## src/rtl/cs_resolver.sv

```systemverilog
// cs_resolver -- resolves a carry-save pair (S, C) into R = S + 2*C with a
// chunk-serial carry-propagate adder: CHUNK bits of the result are produced
// per cycle, so NCHUNK = ceil((WIDTH+1)/CHUNK) cycles per result.
//
// Optional accumulator: define CS_RESOLVE_ACC_EN to add ACC_W, acc_clr and
// acc_out (running sum of every result handed to the consumer).
//
// Ports:
//   clk        in   clock, rising edge
//   rst        in   asynchronous active-high reset
//   in_valid   in   S/C pair presented
//   in_ready   out  block is idle and can accept a pair
//   sum_in     in   S vector [WIDTH-1:0]
//   carry_in   in   C vector [WIDTH-1:0], bit i has weight 2^(i+1)
//   out_valid  out  result available
//   out_ready  in   consumer accepts the result
//   out_data   out  resolved R [WIDTH+1:0]
//   busy       out  high while resolving or holding a result
//   acc_clr    in   (CS_RESOLVE_ACC_EN) synchronous accumulator clear
//   acc_out    out  (CS_RESOLVE_ACC_EN) accumulated results [ACC_W-1:0]
//
// state  | meaning
// IDLE   | waiting for an input handshake
// BUSY   | adding chunk k of the operands each cycle
// DONE   | result on out_data, waiting for out_ready

module cs_resolver #(
  parameter int WIDTH = 16,
  parameter int CHUNK = 4
`ifdef CS_RESOLVE_ACC_EN
  , parameter int ACC_W = 24
`endif
) (
  input  logic             clk,
  input  logic             rst,
  input  logic             in_valid,
  output logic             in_ready,
  input  logic [WIDTH-1:0] sum_in,
  input  logic [WIDTH-1:0] carry_in,
  output logic             out_valid,
  input  logic             out_ready,
  output logic [WIDTH+1:0] out_data,
  output logic             busy
`ifdef CS_RESOLVE_ACC_EN
  , input  logic             acc_clr
  , output logic [ACC_W-1:0] acc_out
`endif
);

  localparam int NCHUNK = (WIDTH + 1 + CHUNK - 1) / CHUNK;
  localparam int W1     = WIDTH + 1;
  localparam int W2     = WIDTH + 2;
  localparam int SHW    = $clog2(W2) + 1;
  localparam int KW     = (NCHUNK > 1) ? $clog2(NCHUNK) : 1;
  localparam logic [KW-1:0] K_LAST = KW'(NCHUNK - 1);

  typedef enum logic [1:0] {S_IDLE, S_BUSY, S_DONE} state_t;

  state_t         state_q;
  logic [W1-1:0]  a_q, b_q;
  logic           carry_q;
  logic [KW-1:0]  k_q;
  logic [W2-1:0]  res_q;

  logic [SHW-1:0] shamt;
  logic [CHUNK-1:0] a_ch, b_ch;
  logic [CHUNK:0] csum;
  logic [W1-1:0]  mask;
  logic [W2-1:0]  sum_sh;
  logic [W1-1:0]  res_lo_d;

  // Shifting the operands right by k*CHUNK zero-fills above WIDTH, which
  // gives the padding of the last chunk for free.
  always_comb begin
    shamt    = SHW'(k_q) * SHW'(CHUNK);
    a_ch     = CHUNK'(a_q >> shamt);
    b_ch     = CHUNK'(b_q >> shamt);
    csum     = {1'b0, a_ch} + {1'b0, b_ch} + {{CHUNK{1'b0}}, carry_q};
    mask     = W1'({CHUNK{1'b1}}) << shamt;
    sum_sh   = W2'(csum) << shamt;
    res_lo_d = (res_q[W1-1:0] & ~mask) | (sum_sh[W1-1:0] & mask);
  end

  // Bit WIDTH+1 of the last chunk's shifted sum is the carry out of bit
  // WIDTH, whether it lands in a padded sum bit or in the chunk carry-out.
  always_ff @(posedge clk or posedge rst) begin
    if (rst) begin
      state_q <= S_IDLE;
      a_q     <= '0;
      b_q     <= '0;
      carry_q <= 1'b0;
      k_q     <= '0;
      res_q   <= '0;
    end else begin
      case (state_q)
        S_IDLE: begin
          if (in_valid) begin
            a_q     <= {1'b0, sum_in};
            b_q     <= {carry_in, 1'b0};
            carry_q <= 1'b0;
            k_q     <= '0;
            state_q <= S_BUSY;
          end
        end
        S_BUSY: begin
          res_q[W1-1:0] <= res_lo_d;
          carry_q       <= csum[CHUNK];
          if (k_q == K_LAST) begin
            res_q[W2-1] <= sum_sh[W2-1];
            state_q     <= S_DONE;
          end else begin
            k_q <= k_q + 1'b1;
          end
        end
        S_DONE: begin
          if (out_ready) state_q <= S_IDLE;
        end
        default: state_q <= S_IDLE;
      endcase
    end
  end

  assign in_ready  = (state_q == S_IDLE);
  assign out_valid = (state_q == S_DONE);
  assign busy      = (state_q != S_IDLE);
  assign out_data  = res_q;

`ifdef CS_RESOLVE_ACC_EN
  logic [ACC_W-1:0] acc_q;
  logic             out_hs;

  assign out_hs = out_valid & out_ready;

  always_ff @(posedge clk or posedge rst) begin
    if (rst) begin
      acc_q <= '0;
    end else if (acc_clr) begin
      acc_q <= out_hs ? ACC_W'(res_q) : '0;
    end else if (out_hs) begin
      acc_q <= acc_q + ACC_W'(res_q);
    end
  end

  assign acc_out = acc_q;
`endif

endmodule

```

## config.mk

```make
export PLATFORM = sky130hd
export DESIGN_NAME = cs_resolver
export DESIGN_NICKNAME = d
export VERILOG_FILES = /design/src/rtl/cs_resolver.sv
export SDC_FILE = /design/constraint.sdc
export NUM_CORES = 1
export LEC_CHECK = 0
export CAP_MARGIN = 15
export CELL_PAD_IN_SITES_DETAIL_PLACEMENT = 1
export CELL_PAD_IN_SITES_GLOBAL_PLACEMENT = 2
export CORE_MARGIN = 2
export CORE_UTILIZATION = 35
export CTS_CLUSTER_DIAMETER = 150
export DETAILED_ROUTE_END_ITERATION = 7
export GPL_TIMING_DRIVEN = 0
export PLACE_DENSITY_LB_ADDON = 0.1
export SLEW_MARGIN = 20
export SYNTH_ARGS = -nofsm -noshare
export SYNTH_HDL_FRONTEND = slang
export SYNTH_SLANG_ARGS = --single-unit
```

## constraint.sdc

```tcl
create_clock -name clk -period 3.7 [get_ports clk]
set_input_delay 0.925 -clock clk [delete_from_list [all_inputs] [get_ports clk]]
set_output_delay 0.925 -clock clk [all_outputs]
set_load 0.01 [all_outputs]
```

==> impl_metrics.env, run 1 <==
export IMPL_cts_post_setup_buffers_inserted=0
export IMPL_cts_resized=0
export IMPL_power_total_mw=3.39
export IMPL_rsz0062_at_grt="no"
export IMPL_synth_ff_type="dfrtp_1"
export IMPL_path_max_fanout=10
export IMPL_grt_pass1_vias=1978
export IMPL_syn_nets=261
export IMPL_critical_path_required_ns=3.91
export IMPL_vias=1848
export IMPL_start_kind="register"
export IMPL_cts_root_buf="clkbuf_8"
export IMPL_gp_congestion=0.779
export IMPL_timing_rr_start="k_q[1]$_DFFE_PP0P_"
export IMPL_crit_start="k_q[1]$_DFFE_PP0P_"
export IMPL_antennaDiodeCount=0
export IMPL_grt_util_all_layers_pct=15.4
export IMPL_max_slew_worst_pin_slew_ns=0.562
export IMPL_finalNonFillerCells=382
export IMPL_fmax_mhz=325
export IMPL_dieWidth_um=94.2
export IMPL_leakagePower_nw=1.62
export IMPL_dp_hpwl_mm=4.66
export IMPL_die_y_um=94.2
export IMPL_clock_skew_ns=0.00731
export IMPL_antenna_found_initial=0
export IMPL_routed_via_density=4.84
export IMPL_synth_top_area_share_pct=49.2
export IMPL_drt_pass1_iter_count=4
export IMPL_grt_pass1_wl_mm=10.3
export IMPL_cts_buffer_depth=2
export IMPL_hold_viol_final=0
export IMPL_drv_slew=0
export IMPL_synth_seq_cells=56
export IMPL_die_area_mm2=0.00887
export IMPL_maxCapViolCount=0
export IMPL_syn_area_per_cell_um2=13.2
export IMPL_synth_distinct_cells=38
export IMPL_worstPathArrival_ns=3.29
export IMPL_wl_per_cell_um=16.6
export IMPL_r2r_cells=11
export IMPL_synthArstFlopShare_pct=100
export IMPL_synth_cells=215
export IMPL_num_fill_cells=808
export IMPL_fin_crit_sh_pct=83.1
export IMPL_synthTopCellsByCount="dfrtp_1, mux2_4, nand2_1"
export IMPL_drc=0
export IMPL_cts_tree="done"
export IMPL_reg2reg_slack_ns=0.63
export IMPL_cts_hold_buf=0
export IMPL_netlist_area_mm2=0.00285
export IMPL_hold_path_class="register to register"
export IMPL_peakVddDrop_uv=276
export IMPL_ant_nets=0
export IMPL_crit_type="register to register"
export IMPL_fin_crit_ns=3.07
export IMPL_wl_mm=6.36
export IMPL_post_synth_top_count_cell="dfrtp_1"
export IMPL_port_buffer_count=56
export IMPL_synth_edf_count=0
export IMPL_coreArea_mm2=0.00781
export IMPL_drive_above_1_share_pct=22.5
export IMPL_cts_made_buffers=5
export IMPL_pin_count=57
export IMPL_initial_utilization_pct=36.5
export IMPL_grt_max_degree=31
export IMPL_nNetsFinal=325
export IMPL_status="finished, final reports clean"
export IMPL_ys_seq_area_share_pct=49.2
export IMPL_yosys_top_cells_area="dfrtp_1, mux2_4, mux4_2"
export IMPL_maxSlewHeadroom_pct=62.6
export IMPL_final_setup_tns_ns=0
export IMPL_setup_viol=0
export IMPL_critPathCaptureType="register"
export IMPL_grt_overflow=0
export IMPL_powerDensity_mw_per_mm2=924
export IMPL_cts_sinks=56
export IMPL_clk_latency_ns=0.31
export IMPL_syn2layout_area_growth_pct=28.9
export IMPL_yosysTopAreaCell="dfrtp_1"
export IMPL_yosysWarnings=0
export IMPL_rows=32
export IMPL_cts_htree_levels=2
export IMPL_clkTransAtPathRegs_ns=0.11
export IMPL_dpl_cell_count=374
export IMPL_drtIter0Drc=76
## cell type report
cell class | instances | area (µm²) | share of cell area (%)
Buffer | 8 | 92.6 | 2.52
Multi-Input combinational cell | 142 | 1320 | 36.0
Tap cell | 102 | 128 | 3.48
Clock buffer | 5 | 68.8 | 1.88
Inverter | 9 | 36.3 | 0.989
Clock inverter | 3 | 42.5 | 1.16
Sequential cell | 56 | 1400 | 38.2
Timing Repair Buffer | 57 | 581 | 15.8
## layer usage
metal | vias to the layer above | track usage (%) | wire [µm]
li1 | 880 | - | -
met4 | 0 | 3.62 | 63
met5 | - | 0 | 0
met3 | 5 | 2.73 | 187
met2 | 36 | 26.4 | 3150
met1 | 927 | 20.1 | 2950
## critical path, cell delays in order, from the launching register on
cell,delay (ns)
dfrtp_1,0.40
buf_2,0.28
clkbuf_1,0.48
mux4_2,0.40
nand2_1,0.10
fa_1,0.19
inv_1,0.05
fa_1,0.39
a21oi_1,0.17
nor2b_1,0.09
a21o_1,0.21
a22o_1,0.20
## cells by family (layout without fill, tap and decap cells)
group / Yosys count / after routing / synth area share, %
buf+inv: 17 / 82 / 4.44
mux: 41 / 41 / 22.8
compound gates: 35 / 35 / 8.48
xor+xnor: 2 / 2 / 0.615
flops: 56 / 56 / 49.2
fa+ha+maj: 10 / 10 / 4.92
simple gates: 54 / 54 / 9.53
## report_power, final
part	total, mW	internal (mW)	switching, mW
Sequential	1.09	0.896	0.192
Clock	0.408	0.201	0.207
Combinational	1.89	1.00	0.889
Total	3.39	2.10	1.29
## layout by cell type (no fill, tap or decap), types with 3 or more instances in the layout
| cell | n |
|---|---|
| dfrtp_1 | 56 |
| nor2_1 | 9 |
| o21ai_0 | 7 |
| mux2_2 | 5 |
| nand2_1 | 24 |
| buf_12 | 4 |
| a22o_1 | 9 |
| o41ai_1 | 3 |
| ha_1 | 8 |
| and2_1 | 7 |
| o31ai_1 | 4 |
| a21oi_1 | 7 |
| clkdlybuf4s50_1 | 56 |
| mux4_2 | 7 |
| inv_1 | 7 |
| mux2_4 | 29 |
| clkbuf_8 | 5 |
| nand3_1 | 3 |
| o21bai_1 | 3 |
## through the flow
| stage | area (µm²) | hold slack (ns) | setup slack [ns] | util [%] |
|---|---|---|---|---|
| 5_1_grt | 3670 | 0.514 | 0.381 | 47.0 |
| 6_report | 3670 | 0.486 | 0.626 | 47.0 |
| 3_5_place_dp | 3560 | 0.471 | 0.594 | 45.6 |
| 3_3_place_gp | 3540 | 0.459 | 0.260 | 45.3 |
| 2_1_floorplan | 2850 | 0.446 | 1.14 | - |
| 4_1_cts | 3670 | 0.496 | 0.580 | 47.0 |
## worst min-delay path by stage
stage	startpoint	endpoint	depth (start not counted)
after floorplan	carry_q$_DFFE_PP0P_	carry_q$_DFFE_PP0P_	2
after global placement	register	register	2
after detailed placement	register	register	2
after CTS	out_data[17]$_DFFE_PP0P_	out_data[17]$_DFFE_PP0P_	2
after global routing	out_data[17]$_DFFE_PP0P_	out_data[17]$_DFFE_PP0P_	2
final	out_data[17]$_DFFE_PP0P_	out_data[17]$_DFFE_PP0P_	2
(Power assumes the default switching activity.)
==> inputs of run 2 (changes only) <==
- CORE_UTILIZATION: 35 -> 31
- clock period: 3.7 -> 2.6 ns (I/O delays scaled with it)
==> run 2 against run 1 <==
Effect of this change:
- register-to-register slack worse by 0.53 ns
- non-clock buffer count rose by 13
- count of clock-buffer cells in the layout is 1 higher
- final cell count rose by 5.0%
- hold slack better by 0.0015 ns
- critical path type unchanged
- highest routed layer unchanged
==> impl_metrics.env, run 2 (synthesis gave the netlist of run 1 again) <==
export IMPL_grt_use_met1_pct=17.7
export IMPL_final_setup_worst_slack_ns=0.0908
export IMPL_intPower_mw=3.33
export IMPL_grt_util_met2_pct=24.4
export IMPL_fin_crit_sh_pct=96.5
export IMPL_critical_path_required_ns=2.82
export IMPL_cts_hold_buf=0
export IMPL_die_area_mm2=0.00997
export IMPL_status="finished, final reports clean"
export IMPL_dieWidth_um=99.8
export IMPL_cp_cell_sequence="buf_12 -> mux4_2 -> nand2_2 -> fa_2 -> inv_2 -> fa_2 -> a21oi_2 -> nor2b_2 -> a21o_1 -> a22o_1"
export IMPL_placed_cell_area_mm2=0.00357
export IMPL_setup_viol=0
export IMPL_max_slew_worst_pin_slew_ns=0.366
export IMPL_p_clk_share_pct=9.5
export IMPL_layout_common_cells="clkdlybuf4s50_1, dfrtp_1, mux2_4"
export IMPL_rows=34
export IMPL_grt_pass1_wl_mm=10.7
export IMPL_port_buffer_count=56
export IMPL_clk_latency_ns=0.32
export IMPL_cts_sinks=56
export IMPL_coreArea_mm2=0.00881
export IMPL_crit_type="register to register"
export IMPL_wl_mm=6.71
export IMPL_switching_power_mw=2.02
export IMPL_initial_utilization_pct=32.3
export IMPL_dp_hpwl_mm=4.79
export IMPL_leakagePower_nw=1.70
export IMPL_cts_made_buffers=5
export IMPL_syn2layout_area_growth_pct=35.7
export IMPL_cts_root_buf="clkbuf_8"
export IMPL_gp_congestion=0.710
export IMPL_cp_common_cell="fa_2"
export IMPL_pwr_share_seq_pct=28.8
export IMPL_drtIter0Drc=38
export IMPL_drive_above_1_share_pct=32.1
export IMPL_power_frac_comb_pct=61.7
export IMPL_dp_slack_ns=-0.577
export IMPL_nNetsFinal=338
export IMPL_power_total_mw=5.35
export IMPL_stdcell_area_mm2=0.00386
export IMPL_wl_per_cell_um=16.7
export IMPL_cts_htree_levels=2
export IMPL_grt_pass1_vias=2037
export IMPL_crit_family="adder cells"
export IMPL_antennaDiodeCount=0
export IMPL_path_max_fanout=8
export IMPL_grt_util_all_layers_pct=13.9
export IMPL_maxSlewHeadroom_pct=75.5
export IMPL_cp_slowest_stage_delay_ns=0.51
export IMPL_antenna_found_initial=0
export IMPL_fmax_mhz=399
export IMPL_powerDensity_mw_per_mm2=1380
export IMPL_start_kind="register"
export IMPL_vias=1921
export IMPL_grtUsageMet3_pct=2.65
export IMPL_drt_pass1_iter_count=4
export IMPL_cts_tree="done"
export IMPL_final_common_cell="clkdlybuf4s50_1"
export IMPL_pin_count=57
export IMPL_hold_path_class="register to register"
export IMPL_drc=0
export IMPL_clock_skew_ns=0.0129
export IMPL_fin_crit_ns=2.51
export IMPL_critPathCaptureType="register"
export IMPL_crit_buf_inv=2
export IMPL_p_sw_share_pct=37.7
export IMPL_grt_overflow=0
export IMPL_worstPathArrival_ns=2.73
export IMPL_drv_slew=0
export IMPL_clkTransAtPathRegs_ns=0.11
export IMPL_final_setup_tns_ns=0
export IMPL_die_y_um=99.8
export IMPL_cts_buffer_depth=2
export IMPL_top_usage_layer="met2"
export IMPL_ant_nets=0
export IMPL_hold_viol_final=0
export IMPL_peakVddDrop_uv=461
export IMPL_maxCapViolCount=0
export IMPL_routed_via_density=4.79
export IMPL_slowest_stage="mux4_2"
export IMPL_grt_max_degree=34
run 2: changes by cell type in the layout (fill, tap and decap cells not counted), moves of 2 or more:
cell | previous run | this run
buf_4 | 1 | 13
inv_1 | 7 | 5
buf_6 | 1 | 3
fa_1 | 2 | 0
clkbuf_8 | 5 | 7
buf_2 | 2 | 0
dfrtp_1 | 56 | 54
a21oi_1 | 7 | 4
a21oi_2 | 0 | 3
clkinv_2 | 1 | 3
dfrtp_2 | 0 | 2
fa_2 | 0 | 2
run 2: path summary, 6_finish.rpt:
path                               startpoint                 end  slack (ns)  depth (start not counted)
max                        k_q[0]$_DFFE_PP0P_            register        0.09                         10
min                                  register            register        0.49                          2
max reg2reg                k_q[0]$_DFFE_PP0P_            register        0.09                         10
min reg2reg                          register            register        0.49                          2
max in group asynchronous                 rst  k_q[0]$_DFFE_PP0P_        1.46                          3
min in group asynchronous                 rst  a_q[9]$_DFFE_PP0P_        0.65                          2
run 2: worst register-to-register path: stages, from the launching register on:
cell and delay, ns:
dfrtp_2 0.42, buf_12 0.14, mux4_2 0.51, nand2_2 0.09, fa_2 0.21, inv_2 0.04
fa_2 0.39, a21oi_2 0.16, nor2b_2 0.06, a21o_1 0.18, a22o_1 0.21
run 2: area by class of cell:
class / instances / area [µm²]
fillers: 956 / 4940
flip-flops and latches: 56 / 1400
multi-input cells: 142 / 1390
repair buffers: 70 / 678
well taps: 108 / 135
plain buffers: 8 / 128
clock buffers: 6 / 82.6
inverters: 9 / 41.3
clock inverters: 2 / 10.0
run 2: layer usage:
layer  vias to the layer above  share of wire (%)
li1                        915                  -
met1                       959                 45
met2                        40                 51
met3                         7                3.1
met4                         0               0.85
met5                         -                  0
run 2: per-stage QoR:
step / util (%) / hold slack, ns / std cells
final: 43.9 / 0.487 / 401
after global routing: 43.9 / 0.527 / 401
after CTS: 42.2 / 0.495 / 390
after detailed placement: 40.5 / 0.469 / 380
after global placement: 40.2 / 0.459 / 379
after floorplan: - / 0.446 / 215
run 2: what timing repair did:
item                                    4_1_cts  5_1_grt
buffers inserted                              2       11
pin swaps                                     0        6
endpoints found under the setup margin       19       13
gates resized for setup                      12       17
run 2: power groups by stage:
stage / clock, mW / sequential (mW) / combinational [mW]
4_1_cts: 0.524 / 1.54 / 2.94
6_report: 0.509 / 1.54 / 3.30
3_3_place_gp: 0 / 1.56 / 2.73
3_5_place_dp: 0 / 1.57 / 2.77
2_1_floorplan: 0 / 1.53 / 1.86
5_1_grt: 0.552 / 1.60 / 3.62
